$ cat config.mk
export PLATFORM = sky130hd
export DESIGN_NAME = sysid_regs
export DESIGN_NICKNAME = d
export VERILOG_FILES = /design/src/rtl/sysid_regs.sv
export SDC_FILE = /design/constraint.sdc
export NUM_CORES = 1
export LEC_CHECK = 0
export BUFFER_PORTS_ARGS = -buffer_cell sky130_fd_sc_hd__buf_2
export CAP_MARGIN = 20
export CORE_MARGIN = 4
export CORE_UTILIZATION = 61
export CTS_CLUSTER_DIAMETER = 80
export DETAILED_ROUTE_END_ITERATION = 6
export PLACE_DENSITY = 0.83
export SLEW_MARGIN = 5
export SYNTH_ARGS = -nofsm -noshare
export SYNTH_HDL_FRONTEND = slang
export SYNTH_SLANG_ARGS = --single-unit
$ cat constraint.sdc
create_clock -name clock -period 7.5 [get_ports clock]
set_input_delay 0.375 -clock clock [delete_from_list [all_inputs] [get_ports clock]]
set_output_delay 0.375 -clock clock [all_outputs]
set_load 0.05 [all_outputs]
$ cat src/rtl/sysid_regs.sv
// rtl/sysid_regs.sv - Avalon-MM system ID / housekeeping slave with scratch bank, cycle snapshot and uptime.
// Optional uptime counter and 1 Hz tick are built when SYSID_UPTIME_EN is defined.
module sysid_regs #(
    parameter logic [31:0] SYSTEM_ID = 32'h0000_0000,
    parameter logic [31:0] TIMESTAMP = 32'h0000_0000,
    parameter int unsigned CLK_HZ    = 50_000_000,
    parameter int unsigned NUM_USER  = 4
) (
    input  logic        clock,
    input  logic        reset,
    input  logic [3:0]  address,
    input  logic        read,
    input  logic        write,
    input  logic [31:0] writedata,
    input  logic [3:0]  byteenable,
    output logic [31:0] readdata,
    output logic        readdatavalid,
    output logic        tick_1hz
);

    localparam logic [7:0] NUM_USER_B = 8'(NUM_USER);
`ifdef SYSID_UPTIME_EN
    localparam logic UPTIME_PRESENT = 1'b1;
`else
    localparam logic UPTIME_PRESENT = 1'b0;
`endif

    logic [63:0] cycle_cnt;
    logic [63:0] snapshot;
    logic [31:0] scratch [0:7];
    logic [31:0] uptime_word;
    logic [31:0] rd_word;
    logic        ctrl_wr;
    logic        user_hit;
    logic [2:0]  user_idx;

    assign ctrl_wr  = write && (address == 4'd3);
    assign user_idx = address[2:0];
    assign user_hit = address[3] && (32'(user_idx) < NUM_USER);

    // Both snapshot halves come from one 64-bit capture, so LO/HI reads are coherent.
    always_ff @(posedge clock) begin
        if (reset) begin
            cycle_cnt <= '0;
            snapshot  <= '0;
        end else begin
            cycle_cnt <= cycle_cnt + 64'd1;
            if (ctrl_wr && writedata[0]) begin
                snapshot <= cycle_cnt;
            end
        end
    end

    always_ff @(posedge clock) begin
        if (reset) begin
            for (int i = 0; i < 8; i++) begin
                scratch[i] <= '0;
            end
        end else if (write && user_hit) begin
            for (int b = 0; b < 4; b++) begin
                if (byteenable[b]) begin
                    scratch[user_idx][8*b +: 8] <= writedata[8*b +: 8];
                end
            end
        end
    end

`ifdef SYSID_UPTIME_EN
    localparam logic [31:0] PRESC_TERM = 32'(CLK_HZ - 1);

    logic [31:0] prescaler;
    logic [31:0] uptime;

    // A clear beats a coincident terminal count and swallows that tick.
    always_ff @(posedge clock) begin
        if (reset) begin
            prescaler <= '0;
            uptime    <= '0;
            tick_1hz  <= 1'b0;
        end else if (ctrl_wr && writedata[1]) begin
            prescaler <= '0;
            uptime    <= '0;
            tick_1hz  <= 1'b0;
        end else if (prescaler == PRESC_TERM) begin
            prescaler <= '0;
            uptime    <= uptime + 32'd1;
            tick_1hz  <= 1'b1;
        end else begin
            prescaler <= prescaler + 32'd1;
            tick_1hz  <= 1'b0;
        end
    end

    assign uptime_word = uptime;
`else
    assign uptime_word = '0;
    assign tick_1hz    = 1'b0;
`endif

    always_comb begin
        rd_word = '0;
        case (address)
            4'd0:    rd_word = SYSTEM_ID;
            4'd1:    rd_word = TIMESTAMP;
            4'd2:    rd_word = {23'd0, UPTIME_PRESENT, NUM_USER_B};
            4'd4:    rd_word = snapshot[31:0];
            4'd5:    rd_word = snapshot[63:32];
            4'd6:    rd_word = uptime_word;
            default: begin
                if (user_hit) begin
                    rd_word = scratch[user_idx];
                end
            end
        endcase
    end

    // A read colliding with a write is dropped; readdata holds its last value.
    always_ff @(posedge clock) begin
        if (reset) begin
            readdata      <= '0;
            readdatavalid <= 1'b0;
        end else begin
            readdatavalid <= read && !write;
            if (read && !write) begin
                readdata <= rd_word;
            end
        end
    end

endmodule
Word-level counts from Yosys, hierarchy flattened:

Memory sizes are Yosys's and may differ from the RTL's.
Index checks and enable logic that the tools add are counted.

* order comparisons: 1
* add/sub/neg operators: 1
* shifts and indexed selects: 0
* multipliers: 0
* div/mod/pow operators: 0
* bitwise logic cells: 0
* eq/ne operators: 6
* mux-type cells: 23
* reductions and logical operators: 9

Operators with widths (count)
* one-hot mux 32 bit (4 select lines): 1
* adder 64 x 1 -> 64 bit (second input constant): 1
* two-way mux 32 bit: 2
* OR reduction 32 bit: 1
* two-way mux 1 bit: 18
* equality test 4 x 3 -> 1 bit (second input constant): 3
* equality test 4 x 2 -> 1 bit (second input constant): 2
* logical AND 1 bit: 5
* equality test 4 x 1 -> 1 bit (second input constant): 1
* zero test 4 bit: 1
* two-way mux 4 bit: 1
* < comparator 3 bit (second input constant): 1
* two-way mux 3 bit: 1
* OR reduction 3 bit: 1
* zero test 1 bit: 1

* memory bits (writable): 256
* logic and storage cells: 45
* ROM bits: 0
* bits in latches: 0
* input port bits: 44
* memories kept: 1
* bits in registers: 161
* output and inout port bits: 34

Memory list
* scratch: words 8, width 32, rd ports 1, clocked after memory_dff 0, write ports 8, line 30 `logic [31:0] scratch [0:7];`

Depth between registers and ports, before layout:

Gate-level depths: netlist of run 1.

* word-level depth: 8
* mapped depth: 8
* gate-level depth less buffers: 6

Worst setup path before layout of run 1:

OpenSTA, ideal clock, no wires.

* kind: register to register
* start point: register cycle_cnt[2]
* end point: register cycle_cnt[63]
* cell stages (with the launch flop): 7
* data arrival time: 2.334 ns
* buffers on the path: 1
* period minus slack after synthesis: 2.405 ns
* setup slack: 5.095 ns
* library setup time: 0.070 ns
* required time: 7.430 ns
* cell sequence: dfxtp_1 -> and4_4 -> or4b_1 -> buf_2 -> or4_1 -> or4_1 -> a21oi_1

* longest elaborated chain between the ends: 1

RTL lines
* from (decl): line 28 `logic [63:0] cycle_cnt;`
* from (signal assigned): line 47 `cycle_cnt <= cycle_cnt + 64'd1;`
* adder 64 x 1 -> 64 bit: line 47

Every way passes these cells.
A chain may end at the register's enable or synchronous reset.

Worst setup path after layout of run 1:

* start point: register cycle_cnt[0]
* end point: register cycle_cnt[58]

Same word-level chain as after synthesis.

==> results.md, run 1 <==
- Min-delay src: writedata[5]
- Combinational power share: slightly above 6%
- FF+latch count, synth: 289
- Full die area: about 22000 um2
- Clock buffer depth: 3
- Slew @ Worst Pin: just under 1000 ps
- Top-area cell type share of the netlist area: 31.5%
- Cells after synthesis: between 1k and 1.5k
- Resized cells post-CTS: 0
- Final Hold Fails: 0
- Critical Path End: cycle_cnt[58]$_SDFF_PP0_
- I/O Pins: 78
- Final Util: between 60 and 70%
- Simple-gate portion of the synthesized area: approximately 21%
- Adder-cell share of the synthesized area: 0.103%
- Area leader, netlist: edfxtp_1
- Final Setup Violations: 0
- Worst setup EP type: flip-flop
- Register area: 7070 um2
- Cell with the most instances after synthesis: nand2_1
- Max Cap Viol: 0
- Vias in the first global route: 8563
- GR Overflow Total: 0
- Peak VDD IR: 205 uV
- Max FO, Critical Path: 20
- R2r worst-path depth: 6
- CP Class: reg -> reg
- Hold buffers post-CTS: 0
- Syn-to-layout area delta: 12.2%
- Pwr dens: 243 nW/um2
- Cts bufs inserted: 29
- Reg2reg setup slack: 4420 ps
- RSZ-0062 raised after global routing: no
- Reg power frac: about half
- WL final: ~27 mm
- Worst setup SP type: flip-flop
- NumNets Final: around 1.2k
- ANT cells: 0
- Hold crit path type: in -> reg
- RR Endpoint: cycle_cnt[58]$_SDFF_PP0_
- Area contributors post-synth: edfxtp_1 32%, dfxtp_1 26%, and2_1 6.6%
- Final Wtd Congestion: 0.823
- Main synth FF type: dfxtp_1
- Worst Path Arrival: 3540 ps
- Switching share of power: 21.7%
- Largest family of logic cells by synthesized area: simple AND/OR/NAND/NOR gates
- Share of flip-flops with an asynchronous set or reset: 0%
- Vias: ~8.8k
- Synth Warn #: 0
- Starting density of the core: just over 60%
- Critical path required time: around 8000 ps
- Compound-gate portion of the synthesized area: 9.54%
- Setup crit start: cycle_cnt[0]$_SDFF_PP0_
- Post-synth EDFFs: approximately 130
- Worst-path clk slew: 60 ps
- Top cells by count, synth: 162 x nand2_1, 161 x dfxtp_1, 128 x and2_1, 128 x edfxtp_1, 93 x nor2_1
- Start of the worst register-to-register path: cycle_cnt[0]$_SDFF_PP0_
- Share of cells above drive strength 1: between 10% and 20%
- Core Region: between 15000 and 20000 um2
- Die Wd: ~150 um
- Final Max Slew Viols: 0
- Pint: 0.00260 W
- Headroom to the max-slew limit: around 34%
- Sequential-to-total area share from yosys stat: 57.9%
- CTS sink cnt: between 200 and 300
- Multi-input gate area: between 4000 and 5000 um2
- Distinct cells, synth: 39
- Post-synthesis instance area: 12200 um2
- Syn Nets: roughly 1.2k
- Worst skew pair latency: 530 ps
- Fmax: approximately 320 MHz
- Htree depth: 1
- Largest net degree at the start of global routing: between 90 and 100
- All-Layer GR Usage: 24.5%
- Fillcell total: roughly 1.4k
- Post-CTS Setup Bufs: 0
- Failing checks: DRC
- Mux contribution to synthesized area: under 10%
- Clk network pwr share: a little over two fifths
- Mean Syn Cell Area: around 11 um2
- Tcrit/Tclk final: about two fifths
- Tmin final: 3080 ps
- Final HPWL DP: 17.8 mm
- Die Span Y: between 100 and 150 um
- Sw Pwr: 0.000723 W
- Leakage power: 4.60 nW
- TritonCTS clock tree: yes
- First-pass GRT wire length: approximately 44 mm
- # port buffers: 76
- Num rows: between 50 and 60
- Remaining antenna violation count: 0
- WL/cell: approximately 19 um
- Drt via density: 5.99
- TNS Setup: 0 ps
- 1st-iter DRT viols: between 1k and 1.5k
- Outcome: complete, but fails checks
- Root buf cell: clkbuf_16
- Setup Skew: ~10 ps
- Antenna violations before repair: 0
- Drt pass-1 iters: 7
- DRC viols: 1
- Synth Area in XOR/XNOR: 2.58%
- Hold Slack: ~150 ps
==> cell usage in the layout, fill, tap and decap left out, types with 2 or more instances in the layout <==
cell type and count:
clkbuf_16 30, nand4_2 2, nor3_1 11, nand2_1 162, and3b_1 2, buf_2 75
or2_2 17, xor2_1 11, nand4_1 16, a21oi_1 92, and4_1 4, nand2b_1 2
nor4_1 8, o21ai_0 20, nor2_1 93, o31ai_1 6, nand3_1 13, a211oi_1 32
buf_4 8, nor4b_1 3, dfxtp_1 161, and2_1 128, xnor2_1 25, inv_1 8
or4b_1 2, or3_1 22, clkbuf_1 12, and3_1 4, mux4_2 32, a222oi_1 31
edfxtp_1 128, clkbuf_8 8, or4_1 12, nor2b_1 3, nand4b_1 2
==> registers in the layout (all words and copies together) (netlist names) <==
register,flops
snapshot,64
cycle_cnt,64
readdata,32
scratch,128
readdatavalid,1
==> cell type report <==
cell class,count,share of cell area (%)
clock buffer,51,6.65
clock inverter,1,0.219
inverter,8,0.219
multi-input combinational,765,35.5
sequential,289,51.6
tap,265,2.42
timing repair buffer,84,3.33
==> cell families (layout without fill, tap and decap cells) <==
kind of cell	Yosys count	after routing
adder cells (fa/ha/maj)	1	1
buffers and inverters	78	144
flip-flops	289	289
multiplexers	32	32
AO/OA/AOI/OAI	182	182
AND/OR/NAND/NOR	513	513
XOR/XNOR	36	36
other	1	1
==> worst min path at each step <==
| stage | cells past startpoint | slack [ps] | to |
|---|---|---|---|
| finish | 2 | 150 | scratch[1][5]$_SDFFCE_PN0P_ |
| CTS | 2 | 130 | scratch[1][5]$_SDFFCE_PN0P_ |
| global placement | 2 | 440 | snapshot[25]$_SDFFE_PP0P_ |
| global route | 2 | 150 | scratch[2][3]$_SDFFCE_PN0P_ |
| detailed placement | 2 | 450 | snapshot[16]$_SDFFE_PP0P_ |
| floorplan | 2 | 430 | snapshot[2]$_SDFFE_PP0P_ |
==> power groups by stage <==
stage,clock [W],sequential [W],combinational (W)
after floorplan,0,0.00177,0.000102
after global placement,0,0.00174,0.000197
after detailed placement,0,0.00174,0.000201
after CTS,0.00143,0.00171,0.000202
after global routing,0.00150,0.00171,0.000216
final,0.00142,0.00171,0.000202
==> critical path, cell delays in order, from the launching register on <==
cell and delay (ps):
dfxtp_1 410, ha_1 250, nand3_1 140, or4_1 900
or4b_1 760, or3_1 410, a21oi_1 140
==> stage by stage <==
stage	worst slack, ps	power, W	cells	area (um2)
floorplan	5100	0.00187	1132	12200
global placement	4470	0.00194	1410	12700
detailed placement	4340	0.00194	1410	12700
CTS	4450	0.00334	1462	13700
global route	4240	0.00342	1463	13700
finish	4420	0.00333	1463	13700
==> per-layer routing <==
layer	GRT usage, %	part of all wire, %	wire, um	vias up
met5	0	0	0	-
li1	-	-	-	4181
met3	4.39	6.5	1790	37
met2	41.9	50	13800	290
met4	5.95	1.8	495	0
met1	32.7	41	11200	4252
Note: power is estimated with default switching activity, not from simulation.
==> inputs of run 2 (changes only) <==
ABC_AREA = 1   (was default)
CORE_UTILIZATION = 59   (was 61)
PLACE_DENSITY = 0.81   (was 0.83)
clock period = 2.9 ns   (was 7.5 ns; I/O delays follow)
==> results.md, run 2 <==
- CTS sink cnt: just under 300
- Worst skew pair latency: approximately 540 ps
- WL/cell: approximately 18 um
- Vias in the first global route: roughly 11k
- Num rows: 53
- Crit path cell chain: dlygate4sd3_1 -> buf_2 -> inv_2 -> nand3_1 -> nor2_1 -> nand2_1 -> nand2_1
- Sequential-to-total area share from yosys stat: between 50% and 60%
- FF+latch count, synth: about 290
- CP Class: in -> reg
- Max FO, Critical Path: 10
- Max Cap Viol: 0
- DRC viols: 0
- WL final: roughly 37 mm
- Setup Skew: 9.79 ps
- Reg power frac: between 50% and 60%
- Distinct cells, synth: 29
- Post-synth EDFFs: between 100 and 150
- Pwr dens: between 500 and 600 nW/um2
- Cell Area, Placed: about 14000 um2
- Core Region: between 20000 and 25000 um2
- Critical Path End: scratch[2][10]$_SDFFCE_PN0P_
- Share of flip-flops with an asynchronous set or reset: 0%
- # port buffers: 76
- Largest registers: scratch (128), cycle_cnt (64), snapshot (64)
- Tmin final: ~2100 ps
- Resized cells post-CTS: 0
- Fmax: slightly below 500 MHz
- Top cells by count, synth: 457 x nand2_1, 376 x nor2_1, 161 x dfxtp_1
- Area contributors post-synth: edfxtp_1 30%, dfxtp_1 25%, nand2_1 13%
- Combinational power share: 7.1%
- Antenna violations before repair: 0
- Crit-path most repeated cell: nand2_1
- I/O Pins: 78
- CP max stage delay: 530 ps
- NumNets Final: 1824
- Largest net degree at the start of global routing: between 100 and 150
- Starting density of the core: between 60% and 70%
- Hold crit path type: in -> reg
- All-Layer GR Usage: between 20 and 30%
- Post-CTS Setup Bufs: 0
- Final Hold Fails: 0
- Clk network pwr share: a little over two fifths
- Commonest non-fill, non-tap cell in the layout: nand2_1
- Pint: 0.00672 W
- Vias: approximately 12k
- Crit. path cell count: 7
- Critical path required time: roughly 3100 ps
- Worst setup SP type: primary input
- PnR worst setup slack: around 830 ps
- Max FFs per register: roughly 130
- Drt via density: about 5.7
- Hold buffers post-CTS: 34
- Syn-to-layout area delta: 14.6%
- RSZ-0062 raised after global routing: no
- RR Endpoint: cycle_cnt[56]$_SDFF_PP0_
- Worst-path clk slew: around 70 ps
- Worst Path Arrival: approximately 2300 ps
- Synth Warn #: 0
- Remaining antenna violation count: 0
- First-pass GRT wire length: 58.0 mm
- Drt pass-1 iters: 6
- Final HPWL DP: roughly 26 mm
- Final Wtd Congestion: between 0.9 and 1
- Die Wd: roughly 160 um
- Reg2reg setup slack: between 900 and 1000 ps
- Leakage power: 5.69 nW
- Tcrit/Tclk final: between 70% and 80%
- Worst Path Buf+Inv: 3
- Setup crit start: reset
- Biggest register: scratch
- Final Max Slew Viols: 0
- Cell with the most instances after synthesis: nand2_1
- CP max-delay cell: dlygate4sd3_1
- Area leader, netlist: edfxtp_1
- Cts bufs inserted: 29
- Worst setup EP type: flip-flop
- Headroom to the max-slew limit: between 40% and 50%
- TritonCTS clock tree: yes
- Peak VDD IR: between 500 and 600 uV
- Main synth FF type: dfxtp_1
- GR Overflow Total: 0
- Post-synthesis instance area: ~13000 um2
- Die Span Y: between 150 and 200 um
- Cells after synthesis: between 1.5k and 2k
- Mean Syn Cell Area: about 7.7 um2
- Sw Pwr: 0.00207 W
- Final Setup Violations: 0
- Full die area: ~24000 um2
- Switching share of power: 23.5%
- CP top delay family: simple AND/OR/NAND/NOR gates
- Slew @ Worst Pin: around 870 ps
- Share of cells above drive strength 1: slightly below 9%
- Top-area cell type share of the netlist area: 29.7%
- Htree depth: 1
- Start of the worst register-to-register path: cycle_cnt[0]$_SDFF_PP0_
- Design area: 14900 um2
- Clock buffer depth: 3
- DP Worst Slack: 925 ps
- R2r worst-path depth: 8
- 1st-iter DRT viols: between 1k and 1.5k
- Most frequent cells in the layout: 457 x nand2_1, 374 x nor2_1, 161 x dfxtp_1
- Outcome: complete, no violations
- Syn Nets: 1731
- Root buf cell: clkbuf_16
- TNS Setup: 0 ps
-- run 2: cell count changes in the layout (fill, tap and decap cells not counted), sizes merged, moves of 49 or more --
| cell | previous run | this run |
|---|---|---|
| and2 | 128 | 0 |
| inv | 8 | 137 |
| nand2 | 162 | 458 |
| nand3 | 13 | 62 |
| nand4 | 18 | 78 |
| nor2 | 93 | 385 |
| o21ai | 20 | 90 |
-- run 2: logic make-up after synthesis --
family                   Yosys count  share of synthesized area [%]
adder cells (fa/ha/maj)            1                         0.0965
AO/OA/AOI/OAI                    191                           7.43
XOR/XNOR                           5                          0.338
other                              1                         0.0289
flip-flops                       289                           54.5
AND/OR/NAND/NOR                  998                           31.6
buffers and inverters            201                           5.96
-- run 2: per-stage QoR --
stage | total power (W) | hold WS [ps] | std cells | util, %
3_5_place_dp | 0.00510 | 452 | 1989 | 63.7
5_1_grt | 0.00904 | 52.3 | 2076 | 69.8
6_report | 0.00878 | 58.8 | 2077 | 69.8
3_3_place_gp | 0.00508 | 435 | 1989 | 63.7
4_1_cts | 0.00878 | 29.4 | 2076 | 69.8
2_1_floorplan | 0.00489 | 307 | 1686 | -
-- run 2: tightest hold or removal path, cell delays in order --
cell and delay (ps):
buf_2 90, inv_1 120, nor2_1 130
-- run 2: power by group through the flow --
stage                     combinational, W  clock (W)  sequential, W
after CTS                         0.000618    0.00372        0.00443
after global placement            0.000567          0        0.00452
after floorplan                   0.000292          0        0.00460
after detailed placement          0.000578          0        0.00452
after global routing              0.000679    0.00391        0.00445
final                             0.000626    0.00372        0.00444
-- run 2: worst min path at each step --
| stage | startpoint | end | slack [ps] | depth (start not counted) |
|---|---|---|---|---|
| final | writedata[0] | scratch[0][0]$_SDFFCE_PN0P_ | 60 | 3 |
| after global routing | writedata[0] | scratch[0][0]$_SDFFCE_PN0P_ | 50 | 3 |
| after CTS | writedata[0] | scratch[3][0]$_SDFFCE_PN0P_ | 30 | 3 |
| after detailed placement | snapshot[31]$_SDFFE_PP0P_ | snapshot[31]$_SDFFE_PP0P_ | 450 | 2 |
| after global placement | snapshot[31]$_SDFFE_PP0P_ | snapshot[31]$_SDFFE_PP0P_ | 440 | 2 |
| after floorplan | read | readdatavalid$_SDFF_PP0_ | 310 | 2 |
-- run 2: area by class of cell --
| class | instances | area, um2 |
|---|---|---|
| sequential | 289 | 7070 |
| multi-input combinational | 1196 | 5140 |
| timing repair buffer | 126 | 841 |
| fill | 1655 | 6430 |
| tap | 275 | 344 |
| clock inverter | 13 | 123 |
| antenna | 1 | 2.50 |
| clock buffer | 40 | 825 |
| inverter | 137 | 514 |
-- run 2: metal layers --
layer / up-vias / wire, um / GRT usage (%)
li1: 5658 / - / -
met1: 5439 / 15100 / 40.7
met2: 561 / 17600 / 49.6
met3: 85 / 2900 / 4.09
met4: 0 / 1110 / 9.05
met5: - / 0 / 0
==> inputs of run 3 (changes only) <==
ABC_AREA = 0   (was 1)
CORE_UTILIZATION = 58   (was 59)
PLACE_DENSITY = 0.8   (was 0.81)
clock period = 1.96 ns   (was 2.9 ns; I/O delays follow)
==> results.md, run 3 (same netlist as run 1, synthesis figures left out) <==
- GR Overflow Total: 0
- Starting density of the core: between 50% and 60%
- Tcrit/Tclk final: 123%
- Clk network pwr share: 43.3%
- Root buf cell: clkbuf_16
- Combinational power share: around 6.7%
- Die Span Y: between 150 and 200 um
- Pint: 0.0102 W
- Antenna violations before repair: 0
- Max FO, Critical Path: 6
- Design area: 15600 um2
- Outcome: complete, but fails checks
- 1st-iter DRT viols: approximately 1.1k
- Worst-path clk slew: 70 ps
- Hold crit path type: in -> reg
- Final Max Slew Viols: 0
- # port buffers: 76
- Fillcell total: 1234
- Fmax: a little over 400 MHz
- Slew @ Worst Pin: slightly above 800 ps
- Vias: 9851
- PnR worst setup slack: -453 ps
- DRC viols: 0
- Pwr dens: 841 nW/um2
- Tmin final: between 2000 and 2500 ps
- First-pass GRT wire length: around 51 mm
- Largest registers: scratch (128), cycle_cnt (64), snapshot (64)
- Worst setup EP type: flip-flop
- Placed Cells: 1532
- Full die area: ~23000 um2
- Clock buffer depth: 3
- CP Class: reg -> reg
- Final Wtd Congestion: between 0.8 and 0.9
- ANT cells: 0
- Cell Area, Placed: around 14000 um2
- Switching share of power: roughly 22%
- Final Util: 76.3%
- I/O Pins: 78
- Worst setup SP type: flip-flop
- Overall power: approximately 0.013 W
- Share of cells above drive strength 1: 28.0%
- Final Hold Fails: 0
- Critical path required time: roughly 2400 ps
- Drt pass-1 iters: 7
- Num rows: 52
- NumNets Final: approximately 1.4k
- Sw Pwr: between 0.002 and 0.003 W
- Drt via density: 6.02
- Failing checks: setup timing
- All-Layer GR Usage: between 20% and 30%
- Final HPWL DP: about 20 mm
- TritonCTS clock tree: yes
- Htree depth: 1
- RSZ-0062 raised after global routing: yes
- Cts bufs inserted: 30
- Peak VDD IR: about 800 uV
- Vias in the first global route: around 9.8k
- WL/cell: around 20 um
- Biggest register: scratch
- Core Region: 20400 um2
- Die Wd: approximately 150 um
- Leakage power: about 5.8 nW
- WL final: 33.1 mm
- Worst Path Arrival: about 2900 ps
- Non-Filler Instances: 1636
- Largest net degree at the start of global routing: approximately 180
- Setup Skew: approximately 10 ps
- Most frequent cells in the layout: 162 x nand2_1, 135 x dfxtp_1, 128 x and2_1, 128 x edfxtp_1, 122 x buf_4
- Final Setup Violations: 31
- Worst skew pair latency: around 550 ps
- CTS sink cnt: 289
- Max FFs per register: around 130
- Reg power frac: between 50% and 60%
- Commonest non-fill, non-tap cell in the layout: nand2_1
- Remaining antenna violation count: 0
- Headroom to the max-slew limit: 45.4%
- Hold Slack: about 110 ps
- Max Cap Viol: 0
- Syn-to-layout area delta: 27.8%
-- run 3: changes by cell type in the layout (fill, tap and decap cells not counted), moves of 62 or more --
| cell | before | now |
|---|---|---|
| nand2_1 | 457 | 162 |
| nor2_1 | 374 | 92 |
| and2_1 | 0 | 128 |
| inv_1 | 134 | 8 |
| buf_4 | 16 | 122 |
| o21ai_0 | 90 | 14 |
| nand4_1 | 78 | 16 |
-- run 3: area by class of cell --
cell class | instances | area (um2) | share of cell area [%]
sequential | 289 | 7100 | 45.6
inverter | 8 | 30.0 | 0.193
timing repair buffer | 246 | 1910 | 12.3
clock inverter | 8 | 92.6 | 0.594
multi-input combinational | 767 | 5220 | 33.5
tap | 270 | 338 | 2.17
clock buffer | 48 | 890 | 5.71
-- run 3: power by group through the flow --
stage                     logic, W  clock network [W]  registers (W)
after floorplan           0.000389                  0        0.00678
after global placement    0.000797                  0        0.00665
after detailed placement  0.000810                  0        0.00666
after CTS                 0.000869            0.00568        0.00654
after global routing      0.000930            0.00596        0.00656
final                     0.000880            0.00567        0.00655
-- run 3: critical path, cell delays in order, from the launching register on --
cell and delay, ps:
dfxtp_2 330, nand4_1 170, or4b_4 610, buf_6 150, or4_4 460, or4_1 420
a21oi_1 180
-- run 3: repair_timing --
item	4_1_cts	5_1_grt
endpoints found under the hold margin	128	0
hold buffers	32	0
endpoints found under the setup margin	34	42
setup buffers	8	6
pin swaps	11	21
gates cloned	3	0
resized for setup	39	42
-- run 3: worst paths after layout --
| check | from | endpoint | slack [ps] | cells after the start |
|---|---|---|---|---|
| worst max-delay path | cycle_cnt[12]$_SDFF_PP0_ | cycle_cnt[63]$_SDFF_PP0_ | -450 | 6 |
| worst min-delay path | address[3] | readdata[2]$_SDFFE_PP0P_ | 110 | 5 |
| worst max register to register | cycle_cnt[12]$_SDFF_PP0_ | cycle_cnt[63]$_SDFF_PP0_ | -450 | 6 |
| worst min register to register | snapshot[26]$_SDFFE_PP0P_ | snapshot[26]$_SDFFE_PP0P_ | 460 | 2 |
-- run 3: per-stage QoR --
step	setup WS, ps	TNS (ps)
after floorplan	-315	-5200
after global placement	-381	-6840
after detailed placement	-445	-8490
after CTS	-346	-6370
after global routing	-501	-10520
final	-453	-7870
-- run 3: metal layers --
layer	GRT usage [%]	wire length, um	share of wire [%]	vias to the layer above
li1	-	-	-	4516
met5	0	0	0	-
met1	34.1	12500	38	4809
met3	4.58	2530	7.6	91
met4	9.08	954	2.9	0
met2	45.7	17100	52	435
